## config.mk

```make
export PLATFORM = sky130hd
export DESIGN_NAME = gray_encode_tx_flat
export DESIGN_NICKNAME = d
export VERILOG_FILES = /design/src/rtl/pam4_pkg.sv /design/src/rtl/gray_encode_tx_if.sv /design/src/rtl/gray_encode_tx_sym_fifo.sv /design/src/rtl/gray_encode_tx.sv /design/src/flat_wrapper.sv
export SDC_FILE = /design/constraint.sdc
export NUM_CORES = 1
export LEC_CHECK = 0
export BUFFER_PORTS_ARGS = -buffer_cell sky130_fd_sc_hd__buf_2
export CORE_MARGIN = 2
export CORE_UTILIZATION = 55
export CTS_CLUSTER_SIZE = 40
export DETAILED_ROUTE_END_ITERATION = 8
export PLACE_DENSITY = 0.75
export SYNTH_ARGS = -nofsm -noshare
export SYNTH_HDL_FRONTEND = slang
export SYNTH_SLANG_ARGS = --single-unit
```

## constraint.sdc

```tcl
create_clock -name clk -period 3.2 [get_ports clk]
set_input_delay 0.32 -clock clk [delete_from_list [all_inputs] [get_ports clk]]
set_output_delay 0.32 -clock clk [all_outputs]
set_load 0.02 [all_outputs]
```

## src/rtl/pam4_pkg.sv

```systemverilog
// Shared PAM4 definitions for the TX encoder and RX decoder: symbol width,
// Gray map in both directions, PAM4 level names and the TX pairing states.
package pam4_pkg;

    localparam int SYM_W = 2;

    typedef logic [SYM_W-1:0] sym_t;

    // Levels are named by amplitude; the encoding is the Gray code on the wire.
    typedef enum logic [SYM_W-1:0] {
        LVL_M3 = 2'b00,
        LVL_M1 = 2'b01,
        LVL_P1 = 2'b11,
        LVL_P3 = 2'b10
    } pam4_lvl_e;

    typedef enum logic [1:0] {
        PAIR_EMPTY,
        PAIR_HALF,
        PAIR_FLUSH_WAIT
    } pair_state_e;

    function automatic sym_t gray_encode(input sym_t bin);
        return {bin[1], bin[1] ^ bin[0]};
    endfunction

    function automatic sym_t gray_decode(input sym_t gray);
        return {gray[1], gray[1] ^ gray[0]};
    endfunction

    function automatic pam4_lvl_e sym_to_level(input sym_t gray);
        return pam4_lvl_e'(gray);
    endfunction

endpackage

```

## src/rtl/gray_encode_tx_if.sv

```systemverilog
// Bit-input and symbol-output handshake bundle of the PAM4 Gray encoder.
// The encoder is the slave; its stimulus/consumer side is the master.
interface gray_encode_tx_if
    import pam4_pkg::*;
#(
    parameter int FIFO_DEPTH = 4
);
    localparam int LEVEL_W = $clog2(FIFO_DEPTH) + 1;

    logic               bit_in;
    logic               bit_in_valid;
    logic               bit_in_ready;
    logic               flush;
    sym_t               symbol_out;
    logic               symbol_out_valid;
    logic               symbol_out_ready;
    logic               half_pending;
    logic [LEVEL_W-1:0] fifo_level;
    logic [31:0]        symbol_count;

    modport master (
        output bit_in, bit_in_valid, flush, symbol_out_ready,
        input  bit_in_ready, symbol_out, symbol_out_valid,
               half_pending, fifo_level, symbol_count
    );

    modport slave (
        input  bit_in, bit_in_valid, flush, symbol_out_ready,
        output bit_in_ready, symbol_out, symbol_out_valid,
               half_pending, fifo_level, symbol_count
    );

endinterface

```

## src/rtl/gray_encode_tx_sym_fifo.sv

```systemverilog
// Parameterized synchronous first-word-fall-through FIFO: the head entry is
// always visible on head; one push and one pop per cycle.
module sym_fifo #(
    parameter int WIDTH = 2,
    parameter int DEPTH = 4
) (
    input  logic                       clk,
    input  logic                       rst,
    input  logic                       push,
    input  logic [WIDTH-1:0]           push_data,
    input  logic                       pop,
    output logic [WIDTH-1:0]           head,
    output logic                       full,
    output logic                       empty,
    output logic [$clog2(DEPTH):0]     level
);
    localparam int PTR_W = $clog2(DEPTH);
    localparam int LVL_W = PTR_W + 1;

    logic [WIDTH-1:0] mem [DEPTH];
    logic [PTR_W-1:0] wr_ptr;
    logic [PTR_W-1:0] rd_ptr;
    logic [LVL_W-1:0] count;
    logic             do_push;
    logic             do_pop;

    // A push at full is legal only when the same cycle frees the head.
    assign do_pop  = pop && !empty;
    assign do_push = push && (!full || do_pop);

    always_ff @(posedge clk) begin
        if (rst) begin
            wr_ptr <= '0;
            rd_ptr <= '0;
            count  <= '0;
            // NOTE: the storage is cleared too, so the fall-through head reads 0 after reset.
            for (int i = 0; i < DEPTH; i++) begin
                mem[i] <= '0;
            end
        end else begin
            // NOTE: non-blocking assignments keep every register updating from pre-edge values.
            if (do_push) begin
                mem[wr_ptr] <= push_data;
                wr_ptr      <= wr_ptr + 1'b1;
            end
            if (do_pop) begin
                rd_ptr <= rd_ptr + 1'b1;
            end
            case ({do_push, do_pop})
                2'b10:   count <= count + 1'b1;
                2'b01:   count <= count - 1'b1;
                default: count <= count;
            endcase
        end
    end

    assign head  = mem[rd_ptr];
    assign full  = (count == LVL_W'(DEPTH));
    assign empty = (count == '0);
    assign level = count;

endmodule

```

## src/rtl/gray_encode_tx.sv

```systemverilog
// TX-side PAM4 Gray encoder: pairs serial bits MSB-first, Gray-maps each pair
// and queues the symbols for the serializer behind a valid/ready handshake.
module gray_encode_tx
    import pam4_pkg::*;
#(
    parameter int FIFO_DEPTH = 4,
    parameter bit PAD_BIT    = 1'b0
) (
    input  logic             clk,
    input  logic             rst,
    gray_encode_tx_if.slave  bus
);
    localparam int LVL_W = $clog2(FIFO_DEPTH) + 1;

    pair_state_e      state;
    pair_state_e      state_nxt;
    logic             msb_q;
    logic             rst_q;
    logic [31:0]      sym_cnt;

    logic             ready;
    logic             accept;
    logic             room;
    logic             push;
    sym_t             push_data;
    logic             pop;
    sym_t             head;
    logic             full;
    logic             empty;
    logic [LVL_W-1:0] level;

    // Room counts a slot freed by a pop in the same cycle.
    assign pop    = !empty && bus.symbol_out_ready;
    assign room   = !full || pop;
    assign accept = bus.bit_in_valid && ready;

    always_ff @(posedge clk) begin
        if (rst) begin
            state   <= PAIR_EMPTY;
            msb_q   <= 1'b0;
            rst_q   <= 1'b1;
            sym_cnt <= '0;
        end else begin
            state <= state_nxt;
            rst_q <= 1'b0;
            if (state == PAIR_EMPTY && accept) begin
                msb_q <= bus.bit_in;
            end
            if (push) begin
                sym_cnt <= sym_cnt + 1'b1;
            end
        end
    end

    always_comb begin
        state_nxt = state;
        case (state)
            PAIR_EMPTY: begin
                if (accept) state_nxt = PAIR_HALF;
            end
            PAIR_HALF: begin
                if (accept)         state_nxt = PAIR_EMPTY;
                else if (bus.flush) state_nxt = room ? PAIR_EMPTY : PAIR_FLUSH_WAIT;
            end
            PAIR_FLUSH_WAIT: begin
                if (room) state_nxt = PAIR_EMPTY;
            end
            default: state_nxt = PAIR_EMPTY;
        endcase
    end

    always_comb begin
        // NOTE: every output gets a default first so no path infers a latch.
        ready     = 1'b0;
        push      = 1'b0;
        push_data = gray_encode({msb_q, PAD_BIT});
        case (state)
            PAIR_EMPTY: begin
                ready = !rst_q;
            end
            PAIR_HALF: begin
                ready = !rst_q && room;
                if (accept) begin
                    push      = 1'b1;
                    push_data = gray_encode({msb_q, bus.bit_in});
                end else if (bus.flush && room) begin
                    push = 1'b1;
                end
            end
            PAIR_FLUSH_WAIT: begin
                push = room;
            end
            default: ;
        endcase
    end

    sym_fifo #(
        .WIDTH (SYM_W),
        .DEPTH (FIFO_DEPTH)
    ) u_fifo (
        .clk       (clk),
        .rst       (rst),
        .push      (push),
        .push_data (push_data),
        .pop       (pop),
        .head      (head),
        .full      (full),
        .empty     (empty),
        .level     (level)
    );

    assign bus.bit_in_ready     = ready;
    assign bus.symbol_out       = head;
    assign bus.symbol_out_valid = !empty;
    assign bus.half_pending     = (state != PAIR_EMPTY);
    assign bus.fifo_level       = level;
    assign bus.symbol_count     = sym_cnt;

endmodule

```

## src/flat_wrapper.sv

```systemverilog
// flat-port wrapper written by rule: the top's interface ports become plain ports
module gray_encode_tx_flat import pam4_pkg::*;
#(
    parameter int FIFO_DEPTH = 4,
    parameter bit PAD_BIT    = 1'b0
)
  (clk, rst, bus_bit_in, bus_bit_in_valid, bus_flush, bus_symbol_out_ready, bus_bit_in_ready, bus_symbol_out, bus_symbol_out_valid, bus_half_pending, bus_fifo_level, bus_symbol_count);
  gray_encode_tx_if #(.FIFO_DEPTH(FIFO_DEPTH)) bus_i ();
  input  logic clk;
  input  logic rst;
  input wire logic [$bits(bus_i.bit_in)-1:0] bus_bit_in;
  input wire logic [$bits(bus_i.bit_in_valid)-1:0] bus_bit_in_valid;
  input wire logic [$bits(bus_i.flush)-1:0] bus_flush;
  input wire logic [$bits(bus_i.symbol_out_ready)-1:0] bus_symbol_out_ready;
  output wire logic [$bits(bus_i.bit_in_ready)-1:0] bus_bit_in_ready;
  output wire logic [$bits(bus_i.symbol_out)-1:0] bus_symbol_out;
  output wire logic [$bits(bus_i.symbol_out_valid)-1:0] bus_symbol_out_valid;
  output wire logic [$bits(bus_i.half_pending)-1:0] bus_half_pending;
  output wire logic [$bits(bus_i.fifo_level)-1:0] bus_fifo_level;
  output wire logic [$bits(bus_i.symbol_count)-1:0] bus_symbol_count;
  assign bus_i.bit_in = bus_bit_in;
  assign bus_i.bit_in_valid = bus_bit_in_valid;
  assign bus_i.flush = bus_flush;
  assign bus_i.symbol_out_ready = bus_symbol_out_ready;
  assign bus_bit_in_ready = bus_i.bit_in_ready;
  assign bus_symbol_out = bus_i.symbol_out;
  assign bus_symbol_out_valid = bus_i.symbol_out_valid;
  assign bus_half_pending = bus_i.half_pending;
  assign bus_fifo_level = bus_i.fifo_level;
  assign bus_symbol_count = bus_i.symbol_count;
  gray_encode_tx #(.FIFO_DEPTH(FIFO_DEPTH), .PAD_BIT(PAD_BIT)) u_core (.clk(clk), .rst(rst), .bus(bus_i));
endmodule
```

# [Word level (Yosys, flattened, before mapping)]
# Memories as Yosys holds them, arrays and structs flattened. A register that Yosys moved wholly into a read port is not among the register bits.
# Index checks and enable logic that the tools add are counted.
[word_totals] n_memories=1 input_bits=6 wordCells=63 ramBits=8 regBits=43
[mem_list] name="u_core.u_fifo.mem" depth=4 word_bits=2 rd=1 rd_clocked_by_memory_dff=1 wr=4 line_no="gray_encode_tx_sym_fifo.sv:20" text="logic [WIDTH-1:0] mem [DEPTH];"
[classes] add_sub_neg=5 n_reduce_logical=18 mux=23 n_eq_ne=8 bitwise_logic=1
[op_table] operator="32-bit by 1-bit adder with 32-bit output, second input constant" count=1
[op_table] operator="2-bit 2-to-1 mux" count=9
[op_table] operator="1-bit 2-to-1 mux" count=10
[op_table] operator="1-bit logical AND" count=7
[op_table] operator="2-bit case mux with 3 select lines" count=1
[op_table] operator="3-bit case mux with 2 select lines" count=1
[op_table] operator="2-bit by 1-bit adder with 2-bit output, second input constant" count=2
[op_table] operator="2-bit by 1-bit equality test with 1-bit output, second input constant" count=2
[op_table] operator="2-bit equality test, second input constant" count=2
[op_table] operator="2-bit by 1-bit inequality test with 1-bit output, second input constant" count=2
[op_table] operator="1-bit case mux with 2 select lines" count=2
[op_table] operator="2-bit nonzero test" count=2
[op_table] operator="3-bit by 1-bit adder with 3-bit output, second input constant" count=1
[op_table] operator="3-bit equality test, second input constant" count=1
[op_table] operator="1-bit logical NOT" count=3
[op_table] operator="3-bit logical NOT" count=1
[op_table] operator="3-bit by 2-bit inequality test with 1-bit output, second input constant" count=1
[op_table] operator="3-bit AND reduction" count=1
[op_table] operator="3-bit by 1-bit subtractor with 3-bit output, second input constant" count=1
[op_table] operator="2-bit logical NOT" count=1
[op_table] operator="1-bit logical OR" count=2
[op_table] operator="2-bit OR reduction" count=1
[op_table] operator="1-bit bitwise XOR" count=1

# [Logic depth before layout (Yosys ltp)]
[logic_depth] depth_word=15 ltp_mapped=12 ltp_nobuf=11

# [Modules after synthesis]
# A second synthesis with hierarchy kept.
[unflattened] cells_unflattened=307 area_unflattened_um2=2696.3
[by_module_without_submodules] mod="gray_encode_tx" n_inst=1 area_per_inst_um2=1915.6 cells_each=233 seq_area_each_um2=720.7
[by_module_without_submodules] mod="sym_fifo" n_inst=1 area_per_inst_um2=780.7 cells_each=74 seq_area_each_um2=420.4

# [Least setup slack after synthesis]
# No wires, ideal clock.
[synth_timing] path_kind="reg2reg" from="register u_core.state[0]" to="register u_core.u_fifo.count[2], in the netlist u_core.u_fifo.level[2]" stages_incl_launch_ff=12 setup_time_ps=70 arrival_ps=2382 synth_period_minus_slack_ps=2453 path_slack_ps=747 n_path_buf=1 path_cell_list="dfxtp_1 > inv_1 > ha_1 > o31a_1 > buf_4 > nand2_1 > ha_1 > inv_1 > fa_1 > xor2_1 > or3_1 > a21oi_1"
[synth_via] elab_chain_len=8 word_cells_on_any_way=12 cone_classes="4 x eq/ne; 4 x mux; 4 x reduce/logical"
[synth_lines] element="from (decl)" line_no="gray_encode_tx.sv:15" text="pair_state_e state;"
[synth_lines] element="from (signal assigned)" line_no="gray_encode_tx.sv:44" text="state <= state_nxt;"
[synth_lines] element="2-bit by 1-bit equality test with 1-bit output / 2-bit logical NOT (equally long branches)" line_no="gray_encode_tx.sv:77" text="case (state)"
[synth_lines] element="1-bit case mux with 2 select lines" line_no="gray_encode_tx.sv:77"
[synth_lines] element="1-bit logical AND" line_no="gray_encode_tx.sv:35" text="assign accept = bus.bit_in_valid && ready;"
[synth_lines] element="1-bit 2-to-1 mux" line_no="gray_encode_tx.sv:83" text="if (accept) begin"
[synth_lines] element="1-bit case mux with 2 select lines *" line_no="gray_encode_tx.sv:77"
[synth_lines] element="1-bit logical AND *" line_no="gray_encode_tx_sym_fifo.sv:29" text="assign do_push = push && (!full || do_pop);"
[synth_lines] element="2-bit by 1-bit equality test with 1-bit output / 2-bit equality test (equally long branches)" line_no="gray_encode_tx_sym_fifo.sv:49" text="case ({do_push, do_pop})"
[synth_lines] element="3-bit case mux with 2 select lines / 2-bit nonzero test (equally long branches)"
[synth_lines] element="to (signal assigned)" line_no="gray_encode_tx_sym_fifo.sv:50" text="2'b10: count <= count + 1'b1;"
[synth_lines] element="to (signal assigned)" line_no="gray_encode_tx_sym_fifo.sv:51" text="2'b01: count <= count - 1'b1;"
[synth_lines] element="to (signal assigned)" line_no="gray_encode_tx_sym_fifo.sv:52" text="default: count <= count;"
[synth_lines] element="to (decl)" line_no="gray_encode_tx_sym_fifo.sv:23" text="logic [LVL_W-1:0] count;"
# Every way passes the cells marked *; elsewhere a longest branch is shown, timed or not.
# A chain may end at the register's enable or synchronous reset.

# [Worst setup path in the final report]
[layout_timing] from="register u_core.u_fifo.count[0], in the netlist u_core.u_fifo.level[0]" to="register u_core.u_fifo.count[2], in the netlist u_core.u_fifo.level[2]"
[layout_via] elab_chain_len=12 word_cells_on_any_way=22 cone_classes="2 x add/sub; 3 x eq/ne; 5 x mux; 12 x reduce/logical"
[layout_lines] element="3-bit logical NOT" line_no="gray_encode_tx_sym_fifo.sv:59" text="assign empty = (count == '0);"
[layout_lines] element="1-bit logical NOT" line_no="gray_encode_tx_sym_fifo.sv:28, gray_encode_tx.sv:33"
[layout_lines] element="1-bit logical AND" line_no="gray_encode_tx.sv:33" text="assign pop = !empty && bus.symbol_out_ready;"
[layout_lines] element="1-bit logical OR" line_no="gray_encode_tx.sv:34" text="assign room = !full || pop;"
[layout_lines] element="1-bit logical AND" line_no="gray_encode_tx.sv:82" text="ready = !rst_q && room;"
[layout_lines] element="1-bit case mux with 2 select lines" line_no="gray_encode_tx.sv:77"
[layout_lines] element="1-bit logical AND" line_no="gray_encode_tx.sv:35"
[layout_lines] element="1-bit 2-to-1 mux" line_no="gray_encode_tx.sv:83"
[layout_lines] element="1-bit case mux with 2 select lines" line_no="gray_encode_tx.sv:77"
[layout_lines] element="1-bit logical AND" line_no="gray_encode_tx_sym_fifo.sv:29"
[layout_lines] element="2-bit by 1-bit equality test with 1-bit output / 2-bit equality test (equally long branches)" line_no="gray_encode_tx_sym_fifo.sv:49"
[layout_lines] element="3-bit case mux with 2 select lines / 2-bit nonzero test (equally long branches)"
# Several ways; a longest one is shown, not always the timed one.

==> metrics.cfg <==
[run_status]
outcome=complete, no violations

[global_route]
grt_usage=0.2079
antenna_found_initial=0
gr-total-overflow=0
grt_max_degree=25
grt_pass1_vias=1959
grt_pass1_wl_microns=8769

[sta]
slew_violations=0
fmax_ghz=0.3941
finClkSkew_ps=7.224
worst_pin_slew_ps=662.7
worst_slack_ps=662.7
finalHoldViolCount=0
max_slew_margin=0.5520
rsz0062_at_grt=no
setup_tns_ps=0
fin_crit_ps=2537
setup_violations=0
fin_crit_sh=0.7929

[hold_path]
holdCritStartpoint=bus_bit_in
hold_depth=3
hp-class=in -> reg

[clock_tree]
path_clk_slew_ps=100
cts_buffer_depth=2
cts_made_buffers=5
cts_tree=yes
ctsResizeCount=0
clk_latency_ps=310
post-cts-setup-buffers=0
cts.htree.levels=2
cts_hold_buf=0
cts_root_buffer=clkbuf_8
cts_sinks=53

[synthesis]
synth_cell_types=44
synth.top_cells.by_area=dfxtp_1, edfxtp_1, xor2_1
synth_flop_cell=dfxtp_1
syn_area_per_cell_sq_um=8.895
ys_warn_count=0
netlist_instances=294
syn_nets=307
synth_edf_count=8
ys_ff_latch=53
async_flop_share=0
netlist.area_leader.share=0.3445
yosysTopAreaCell=dfxtp_1
syn-cell-area_sq_mm=0.002615
yosysSeqAreaShare=0.4364

[route]
finalWirelength_microns=5208
antenna_left=0
drt_iter0_drc=123
first_pass_iters=4
wire_per_inst_microns=13.32
vias_per_cell=5.772
drc_errors=0
num_vias=2257

[die]
die_h_microns=72.96
die_w_microns=72.96
core_sq_mm=0.004661
io_pins=46
dieArea_sq_mm=0.005322
initial_utilization=0.5611
num_rows=25

[worst_setup_path]
ff2ff_path_depth=8
crit_path_end_kind=flip-flop
critical_path_required_ps=3450
critPathLaunchType=flip-flop
worst-endpoint-arrival_ps=2790
timing.rr.start=u_core.u_fifo.level[0]
critical_path.max_fanout=6
worstSetupPathType=reg -> reg
crit_start=u_core.u_fifo.level[0]

[placement]
post_dp_cell_area_sq_mm=0.002877
placed_cells=383
gp_congestion=0.9096
portBuffers=45
dpl.hpwl_microns=3784
place_ws_ps=648.8

[power]
powerDensity_mw_per_mm2=411.1
max-vdd-ir-drop_v=0.0002049
p_leak_uw=0.001137

[cells_and_area]
fin_util=0.6365
nets=349
multi_input_area_sq_mm=0.001360
area_growth_pct=13.45
drive_above_1_share=0.1929
nFillCells=412
final_area_sq_mm=0.002967
stdcell_count=391
area.sequential_sq_mm=0.001141
insertedDiodeCount=0

[flow_run]
max_cap_violations=0

-- kinds of logic after synthesis --
logic type      count (synthesis)  synth area share
flops                          53            0.4364
xor+xnor                       21           0.07033
mux                             4           0.02536
fa+ha+maj                       7           0.03636
simple gates                  129            0.2746
buf+inv                        29           0.04354
compound gates                 51            0.1134
-- cells in the final DEF (no fill, tap or decap), types with 2 or more instances in the layout --
cell type   n
a21oi_1    22
and2_1      4
and3_1      2
and4_1      2
buf_2      45
buf_4       3
clkbuf_8    5
dfxtp_1    45
edfxtp_1    8
ha_1        6
inv_1      16
mux4_2      2
nand2_1    18
nand2b_1    2
nand3_1    16
nand4_1    16
nor2_1     31
nor3_1      5
nor4_1      3
o21a_1      2
o21ai_0    19
o31ai_1     3
or3_1      17
or4_1       2
or4b_1      2
xnor2_1     5
xor2_1     16
-- final cells by class --
class                      instances  share of cell area
tap                               54             0.02278
clock inverter                     3            0.007170
inverter                          16             0.02024
sequential                        53              0.3846
timing repair buffer              48             0.08351
clock buffer                       5             0.02320
multi-input combinational        212              0.4585
-- final timing paths --
path	to	slack (ps)
max	u_core.u_fifo.level[2]	660
min	u_core.msb_q	290
max reg2reg	u_core.u_fifo.level[2]	660
min reg2reg	u_core.bus.symbol_count[31]	490
-- critical path, cell delays in order, from the launching register on --
cell	delay (ps)
dfxtp_1	360
or4b_1	670
nand2_1	210
ha_1	210
inv_1	60
fa_1	370
xor2_1	160
or3_1	300
a21oi_1	150
-- power breakdown --
part           internal (uW)  total, uW  switching [uW]
combinational           50.8        132            80.8
clock                    156        383             227
sequential               691        705            13.9
-- stage by stage --
step | power [uW] | hold slack [ps]
after CTS | 1231 | 277.7
after detailed placement | 851.7 | 478.2
final | 1220 | 288.8
after global routing | 1279 | 280.6
after global placement | 848.7 | 462.5
after floorplan | 817.2 | 347.7
-- routing by layer --
layer,global-route usage,share of wire,vias up
li1,-,-,1146
met1,0.2699,0.47,1054
met2,0.3374,0.47,48
met3,0.04696,0.044,9
met4,0.08025,0.014,0
met5,0,0,-
-- flip-flops by register name, indices dropped and copies added, names as in the netlist, named ones only --
register and count:
u_core.bus.symbol_count 32, u_core.u_fifo.level 3, u_core.u_fifo.mem 8, u_core.state 2, u_core.u_fifo.wr_ptr 2, u_core.u_fifo.rd_ptr 2, u_core.msb_q 1, u_core.rst_q 1
-- cells in the mapped netlist, types with 3 or more instances --
cell type / number
nor3_1: 5
a21oi_1: 22
xor2_1: 16
and2_1: 4
nor2_1: 31
dfxtp_1: 45
ha_1: 6
nand3_1: 16
xnor2_1: 5
o31ai_1: 3
edfxtp_1: 8
or3_1: 17
o21ai_0: 19
nand4_1: 16
nand2_1: 18
clkbuf_1: 11
inv_1: 16
nor4_1: 3
(Power assumes the default switching activity.)
